File: config.mk
export PLATFORM = sky130hd
export DESIGN_NAME = descriptor_retire_arbiter
export DESIGN_NICKNAME = d
export VERILOG_FILES = /design/src/rtl/orb_desc_pkg.sv /design/src/rtl/descriptor_order_fifo.sv /design/src/rtl/descriptor_retire_arbiter.sv
export SDC_FILE = /design/constraint.sdc
export NUM_CORES = 2
export LEC_CHECK = 0
export CAP_MARGIN = 10
export CORE_AREA = 2 2 508 510
export CTS_BUF_LIST = sky130_fd_sc_hd__clkbuf_4 sky130_fd_sc_hd__clkbuf_8
export DETAILED_ROUTE_END_ITERATION = 10
export DIE_AREA = 0 0 510 512
export DONT_BUFFER_PORTS = 1
export REMOVE_ABC_BUFFERS = 1
export SYNTH_ARGS = -nofsm -noshare
export SYNTH_HDL_FRONTEND = slang
export SYNTH_SLANG_ARGS = --single-unit
File: constraint.sdc
create_clock -name clk -period 4.2 [get_ports clk]
set_clock_uncertainty 0.2 [all_clocks]
set_input_delay 0.42 -clock clk [delete_from_list [all_inputs] [get_ports clk]]
set_output_delay 0.42 -clock clk [all_outputs]
set_load 0.01 [all_outputs]
File: src/rtl/orb_desc_pkg.sv
// Shared constants and the order-entry type for the ORB descriptor retirement path.
package orb_desc_pkg;
  localparam int NUM_ENGINES = 4;
  localparam int DESC_W      = 256;
  localparam int ENG_W       = $clog2(NUM_ENGINES);

  typedef struct packed {
    logic             drop;
    logic [ENG_W-1:0] engine;
  } order_entry_t;
endpackage

File: src/rtl/descriptor_order_fifo.sv
// Synchronous order FIFO with registered count, full and empty flags.
module descriptor_order_fifo #(
  parameter int DEPTH = 8,
  parameter int WIDTH = 3,
  parameter int CNT_W = $clog2(DEPTH) + 1
) (
  input  logic             clk,
  input  logic             rst_n,
  input  logic             push,
  input  logic [WIDTH-1:0] push_data,
  input  logic             pop,
  output logic [WIDTH-1:0] pop_data,
  output logic [CNT_W-1:0] count,
  output logic             full,
  output logic             empty
);
  localparam int PTR_W = $clog2(DEPTH);

  logic [WIDTH-1:0] mem [DEPTH];
  logic [PTR_W-1:0] wr_ptr_reg, rd_ptr_reg;
  logic [CNT_W-1:0] count_reg, count_next;
  logic             full_reg, empty_reg;
  logic             push_ok, pop_ok;

  assign push_ok = push & ~full_reg;
  assign pop_ok  = pop & ~empty_reg;

  always_comb begin
    count_next = count_reg;
    if (push_ok && !pop_ok) count_next = count_reg + CNT_W'(1);
    else if (pop_ok && !push_ok) count_next = count_reg - CNT_W'(1);
  end

  always_ff @(posedge clk) begin
    if (push_ok) mem[wr_ptr_reg] <= push_data;
  end

  always_ff @(posedge clk or negedge rst_n) begin
    if (!rst_n) begin
      wr_ptr_reg <= '0;
      rd_ptr_reg <= '0;
      count_reg  <= '0;
      full_reg   <= 1'b0;
      empty_reg  <= 1'b1;
    end else begin
      if (push_ok) wr_ptr_reg <= wr_ptr_reg + PTR_W'(1);
      if (pop_ok)  rd_ptr_reg <= rd_ptr_reg + PTR_W'(1);
      count_reg <= count_next;
      full_reg  <= (count_next == CNT_W'(DEPTH));
      empty_reg <= (count_next == '0);
    end
  end

  // Head is read combinationally so a new entry is visible the cycle after its push.
  assign pop_data = mem[rd_ptr_reg];
  assign count    = count_reg;
  assign full     = full_reg;
  assign empty    = empty_reg;
endmodule

File: src/rtl/descriptor_retire_arbiter.sv
// Retires engine descriptors in dispatch order, inserting zero placeholders for drops.
// Optional RETIRE_ARB_STATS_EN adds saturating descriptor/drop handshake counters.
module descriptor_retire_arbiter
  import orb_desc_pkg::*;
#(
  parameter int ORDER_DEPTH = 8
) (
  input  logic                          clk,
  input  logic                          rst_n,
  input  logic                          dispatch_valid,
  input  logic [ENG_W-1:0]              dispatch_engine,
  input  logic                          dispatch_drop,
  output logic                          order_full,
  input  logic [NUM_ENGINES-1:0]        eng_done,
  input  logic [NUM_ENGINES*DESC_W-1:0] eng_desc,
  output logic [NUM_ENGINES-1:0]        eng_release,
  output logic                          out_valid,
  input  logic                          out_ready,
  output logic [DESC_W-1:0]             out_desc,
  output logic                          out_dropped,
`ifdef RETIRE_ARB_STATS_EN
  output logic [15:0]                   stat_desc_cnt,
  output logic [15:0]                   stat_drop_cnt,
`endif
  output logic                          err_overflow
);
  localparam int ENTRY_W = $bits(order_entry_t);
  localparam int CNT_W   = $clog2(ORDER_DEPTH) + 1;

  order_entry_t             push_entry, head_entry;
  logic [ENTRY_W-1:0]       head_bits;
  logic [CNT_W-1:0]         order_count;
  logic                     fifo_full, fifo_empty;
  logic                     load;
  logic                     head_slot_valid;
  logic [DESC_W-1:0]        head_slot_desc;
  logic [NUM_ENGINES-1:0]   unload, collide;
  logic                     slot_valid_reg [NUM_ENGINES];
  logic [DESC_W-1:0]        slot_desc_reg  [NUM_ENGINES];
  logic                     out_valid_reg, out_dropped_reg, err_reg;
  logic [DESC_W-1:0]        out_desc_reg;
  logic [NUM_ENGINES-1:0]   release_reg;

  always_comb begin
    push_entry.drop   = dispatch_drop;
    push_entry.engine = dispatch_drop ? '0 : dispatch_engine;
  end

  descriptor_order_fifo #(
    .DEPTH (ORDER_DEPTH),
    .WIDTH (ENTRY_W),
    .CNT_W (CNT_W)
  ) u_order_fifo (
    .clk       (clk),
    .rst_n     (rst_n),
    .push      (dispatch_valid),
    .push_data (push_entry),
    .pop       (load),
    .pop_data  (head_bits),
    .count     (order_count),
    .full      (fifo_full),
    .empty     (fifo_empty)
  );

  assign head_entry = order_entry_t'(head_bits);

  always_comb begin
    head_slot_valid = 1'b0;
    head_slot_desc  = '0;
    for (int e = 0; e < NUM_ENGINES; e++) begin
      if (head_entry.engine == ENG_W'(e)) begin
        head_slot_valid = slot_valid_reg[e];
        head_slot_desc  = slot_desc_reg[e];
      end
    end
  end

  // A head whose slot is still empty stalls everything behind it.
  assign load = ~fifo_empty & (~out_valid_reg | out_ready) &
                (head_entry.drop | head_slot_valid);

  generate
    for (genvar gi = 0; gi < NUM_ENGINES; gi++) begin : g_slot
      assign unload[gi]  = load & ~head_entry.drop & (head_entry.engine == ENG_W'(gi));
      assign collide[gi] = eng_done[gi] & slot_valid_reg[gi] & ~unload[gi];

      always_ff @(posedge clk or negedge rst_n) begin
        if (!rst_n) begin
          slot_valid_reg[gi] <= 1'b0;
          slot_desc_reg[gi]  <= '0;
        end else if (eng_done[gi]) begin
          // Capture-during-unload keeps the slot full with the fresh result.
          if (!slot_valid_reg[gi] || unload[gi]) begin
            slot_valid_reg[gi] <= 1'b1;
            slot_desc_reg[gi]  <= eng_desc[gi*DESC_W +: DESC_W];
          end
        end else if (unload[gi]) begin
          slot_valid_reg[gi] <= 1'b0;
        end
      end
    end
  endgenerate

  always_ff @(posedge clk or negedge rst_n) begin
    if (!rst_n) begin
      out_valid_reg   <= 1'b0;
      out_desc_reg    <= '0;
      out_dropped_reg <= 1'b0;
      release_reg     <= '0;
      err_reg         <= 1'b0;
    end else begin
      release_reg <= unload;
      if (load) begin
        out_valid_reg   <= 1'b1;
        out_desc_reg    <= head_entry.drop ? '0 : head_slot_desc;
        out_dropped_reg <= head_entry.drop;
      end else if (out_ready) begin
        out_valid_reg <= 1'b0;
      end
      if ((dispatch_valid && order_count == CNT_W'(ORDER_DEPTH)) || (|collide))
        err_reg <= 1'b1;
    end
  end

`ifdef RETIRE_ARB_STATS_EN
  logic [15:0] desc_cnt_reg, drop_cnt_reg;

  always_ff @(posedge clk or negedge rst_n) begin
    if (!rst_n) begin
      desc_cnt_reg <= '0;
      drop_cnt_reg <= '0;
    end else if (out_valid_reg && out_ready) begin
      if (out_dropped_reg) begin
        if (drop_cnt_reg != 16'hFFFF) drop_cnt_reg <= drop_cnt_reg + 16'd1;
      end else begin
        if (desc_cnt_reg != 16'hFFFF) desc_cnt_reg <= desc_cnt_reg + 16'd1;
      end
    end
  end

  assign stat_desc_cnt = desc_cnt_reg;
  assign stat_drop_cnt = drop_cnt_reg;
`endif

  assign order_full   = fifo_full;
  assign eng_release  = release_reg;
  assign out_valid    = out_valid_reg;
  assign out_desc     = out_desc_reg;
  assign out_dropped  = out_dropped_reg;
  assign err_overflow = err_reg;
endmodule

==> reports/results.txt, run 1 <==
Pre-CTS WS: 0.2128 ns
Post-Synth XOR/XNOR Area: 0.1105%
Post-synthesis compound-gate area fraction: 4.306%
Syn. warnings: 0
Leading area contributor after synthesis: dfrtp_1
Max Root-Sink Buffers: 4
Post_cts resized: 0
Die W: 510 microns
Synth top area share: 58.71%
# rows: 186
Clk Tree Root Cell: clkbuf_8
HPWL after DPL: 169900 microns
Status: stopped before the end
Stopped at: clock tree synthesis (4_1_cts)
Clock sinks: 1327
Mapped Avg Cell Area: 17.26 sq um
H-tree levels: 4
Synth Area in Simple Gates: 0.5930%
Initial Util: 21.70%
Synth top area cells: dfrtp_1 (59%), mux2_1 (17%), mux4_2 (11%)
Routability congestion estimate: 0.9205
Yosys reg bits: 1327
Register area share after synthesis: 60.06%
IO buf count: 0
Yosys cell types: 46
Die height: 512 microns
Synth Flop Type: dfrtp_1
Number of synthesized flops with an enable pin: 24
Area of the mapped netlist: 55500 sq um
Largest family of logic cells by synthesized area: multiplexers
Async set-or-reset flop fraction in the synthesized netlist: 98.19%
IO Pins: 1299
Hold buffer count at CTS: 1389
Run Error: [ERROR RSZ-0060] Max buffer count reached.
Post-synthesis mux area share: 31.74%
Post-CTS Setup Repair Bufs: 0
Post-synthesis adder-cell area fraction: 0.1127%
Post-Synthesis Cells: 3215
TritonCTS buffer count: 236
-- cells by family after synthesis --
family,count (synthesis)
AO/OA/AOI/OAI,272
flip-flops,1327
adder cells (fa/ha/maj),5
multiplexers,1300
XOR/XNOR,7
buffers and inverters,238
AND/OR/NAND/NOR,66
-- cells in the mapped netlist, types with 2 or more instances --
cell type  number
dfrtp_1      1302
mux2_1        823
mux4_2        262
a22o_1        256
mux2_2        203
buf_2          69
clkbuf_1       66
buf_6          38
buf_4          25
edfxtp_1       24
nand2_1        21
buf_12         20
buf_1          12
nor2_1         12
nand2b_1        8
nor3_1          8
mux2_4          6
xnor2_1         6
ha_1            5
inv_1           5
mux2i_1         5
and2_1          3
nor2b_1         3
o41ai_2         3
or2_2           3
a21oi_1         2
buf_8           2
nand2_2         2
nand4_1         2
o22ai_1         2
o311ai_0        2
-- per-stage QoR --
step                cell area (sq um)  instances
detailed placement              59930       6510
global placement                59930       6510
floorplan                       53810       2982
==> inputs of run 2 (changes only) <==
CORE_AREA = unset   (was 2 2 508 510)
CORE_MARGIN = 1.5   (was unset)
CORE_UTILIZATION = 20   (was unset)
CTS_BUF_LIST = unset   (was sky130_fd_sc_hd__clkbuf_4 sky130_fd_sc_hd__clkbuf_8)
DIE_AREA = unset   (was 0 0 510 512)
PLACE_DENSITY_LB_ADDON = 0.15   (was unset)
==> reports/results.txt, run 2 <==
Status: complete, no violations
Post-Synthesis Cells: 3215 (unchanged)
Area occupied by multi-input gates: 20570 sq um
Clock sinks: 1327 (unchanged)
Final cell count without fillers: 8646
Routability congestion estimate: 0.7935 (-14%)
FF-to-FF Start: u_order_fifo.rd_ptr_reg[0]$_DFFE_PN0P_
Initial drt markers: 1413
Post-synthesis mux area share: 31.74% (unchanged)
Synth top area cells: dfrtp_1 (59%), mux2_1 (17%), mux4_2 (11%)
Synth top area share: 58.71% (unchanged)
# rows: 193 (+3.8%)
Mean number of vias per cell: 4.112
Wire per inst: 26.58 microns
P_int: 41.98 mW
Initial antenna violation count: 114
Area of the mapped netlist: 55500 sq um (unchanged)
Initial Util: 20.09% (-1.6 points)
CTS tree: built
Final ANT Viol Nets: 0
Number of global-route vias before repair: 39857
Die height: 529.8 microns (+3.5%)
Sw Share: 35.77%
CP Data Required Time: 4.68 ns
HP Class: in2reg
Post-synthesis compound-gate area fraction: 4.306% (unchanged)
Fin util: 29.08%
RSZ-0062 raised after global routing: no
Final worst slack: 0.1380 ns
Top cells by count, synth: dfrtp_1 (1302), mux2_1 (823), mux4_2 (262), a22o_1 (256), mux2_2 (203)
Register area: 33330 sq um
Async set-or-reset flop fraction in the synthesized netlist: 98.19% (unchanged)
Largest family of logic cells by synthesized area: multiplexers
Tcrit/Tclk final: 96.71%
Post-Synth XOR/XNOR Area: 0.1105% (unchanged)
Gr usage total: 16.02%
Share of cells above drive strength 1: 18.24%
Reg clk slew, reported paths: 0.06 ns
Slew HR: 27.81%
CP startpoint: u_order_fifo.rd_ptr_reg[0]$_DFFE_PN0P_
Number of placed cells counting well taps: 6843 (+5.1%)
Logic pwr share: 41.2%
Mapped Avg Cell Area: 17.26 sq um (unchanged)
Leak: 33.38 nW
Max IR drop VDD: 0.7002 mV
Residual DRC count: 0
# fillers: 28126
Max Root-Sink Buffers: 4 (unchanged)
Syn. warnings: 0 (unchanged)
Synth Area in Simple Gates: 0.5930% (unchanged)
IO Pins: 1299 (unchanged)
Hold Violations, Final: 0
Largest net degree at the start of global routing: 119
TritonCTS buffer count: 173 (-27%)
Post-synthesis adder-cell area fraction: 0.1127% (unchanged)
Met2 global-route usage: 26.83%
Grt peak-use layer: met2
Final Max Tran Viols: 0
Via Count: 35553
Die W: 529.8 microns (+3.9%)
Core footprint: 276300 sq um
Die ar.: 280600 sq um
TritonRoute pass-1 iters: 4
Max-cap viol count: 0
HPWL after DPL: 166700 microns (-1.8%)
Commonest non-fill, non-tap cell in the layout: dlygate4sd3_1
Final WL: 229800 microns
Worst Path Class, Setup: reg2reg
HP Start: eng_done[2]
Final TNS setup: 0 ns
Met3 usage: 5.365%
Synthesis-to-layout area growth: 44.78%
Pre-CTS WS: 0.1444 ns (-0.06842 ns)
Clock Latency Late Sink: 0.83 ns
Top-count cell post-synth: dfrtp_1
Final setup vio count: 0
Net Switching: 23.38 mW
PwrDens: 813.4 nW/um^2
Final min period: 4.062 ns
Sequential Power Share: 36.7%
Worst-Margin Slew: 1.083 ns
Register area share after synthesis: 60.06% (unchanged)
H-tree levels: 4 (unchanged)
First-pass GRT wire length: 320100 microns
Yosys reg bits: 1327 (unchanged)
Number of synthesized flops with an enable pin: 24 (unchanged)
Clk Tree Root Cell: clkbuf_16
Critical Path AT: 4.54 ns
IO buf count: 0 (unchanged)
Leading area contributor after synthesis: dfrtp_1
Fmax: 246.2 MHz
Layout net count: 5780
Yosys cell types: 46 (unchanged)
Met1 usage: 19.24%
Crit Path Max Fanout: 28
Critical Path End Type: flop
Overflow after GRT: 0
Clock group share of total power: 22.1%
Most frequent cells in the layout: dlygate4sd3_1 (1427), dfrtp_1 (1302), mux2_1 (823), mux4_2 (261), a22o_1 (256)
Largest register FFs: 1024
Startpoint Class: flop
Synth Flop Type: dfrtp_1
## run 2: per-layer routing
layer | up-vias | share of wire [%]
met3 | 312 | 8.1
met5 | - | 0.14
li1 | 15370 | -
met4 | 48 | 2.9
met1 | 18624 | 40
met2 | 1199 | 49
## run 2: repair_timing
item	4_1_cts	5_1_grt
endpoints found under the setup margin	0	76
hold buffers	1427	0
endpoints found under the hold margin	1220	0
resized for setup	0	3
buffers inserted	0	0
## run 2: path summary, 6_finish.rpt
check / to / slack, ns / depth (start not counted)
setup / recovery: slot_desc_reg[511]$_DFFE_PN0P_ / 0.14 / 9
max in group asynchronous: slot_desc_reg[253]$_DFFE_PN0P_ / 2.38 / 3
hold / removal: slot_desc_reg[475]$_DFFE_PN0P_ / 0.06 / 2
hold reg to reg: slot_desc_reg[76]$_DFFE_PN0P_ / 0.28 / 1
setup reg to reg: slot_desc_reg[511]$_DFFE_PN0P_ / 0.14 / 9
min in group asynchronous: slot_desc_reg[824]$_DFFE_PN0P_ / 0.11 / 2
## run 2: layout make-up
cell class	count	share of cell area, %
diodes	79	0.2460
repair buffers	1583	20.19
multi-input cells	1650	25.60
clock inverters	36	0.4096
clock buffers	261	6.277
flip-flops and latches	1327	41.48
well taps	3705	5.770
inverters	5	0.02336
## run 2: cell families (layout without fill, tap and decap cells)
family                   count (synthesis)  count (layout)
flip-flops                            1327            1327
multiplexers                          1300            1300
AO/OA/AOI/OAI                          272             272
buffers and inverters                  238            1885
AND/OR/NAND/NOR                         66              66
XOR/XNOR                                 7               7
adder cells (fa/ha/maj)                  5               5
other                                    0              79
## run 2: through the flow
stage,total power [mW],hold slack [ns],area [sq um]
2_1_floorplan,35.89,-0.07559,53810
3_3_place_gp,49.66,0.2683,60470
3_5_place_dp,50.05,0.2754,60470
4_1_cts,66.86,0.00001832,80120
5_1_grt,69.39,0.02845,80300
6_report,65.35,0.05573,80350
## run 2: critical path, cell delays in order (launching register included)
cell	delay, ns
dfrtp_1	0.52
mux2_4	0.34
mux4_4	0.72
mux2_4	0.38
mux2i_4	0.29
o41ai_2	0.12
buf_4	0.18
nand2_8	0.40
buf_12	0.29
mux2_2	0.36
## run 2: power by group through the flow
| stage | combinational (mW) | clock [mW] | sequential, mW |
|---|---|---|---|
| 2_1_floorplan | 14.4 | 0 | 21.5 |
| 3_3_place_gp | 25.4 | 0 | 24.3 |
| 3_5_place_dp | 25.7 | 0 | 24.4 |
| 4_1_cts | 27.7 | 15.0 | 24.1 |
| 5_1_grt | 29.2 | 15.5 | 24.8 |
| 6_report | 26.9 | 14.4 | 24.0 |
Power figures use the tool's default switching activity.
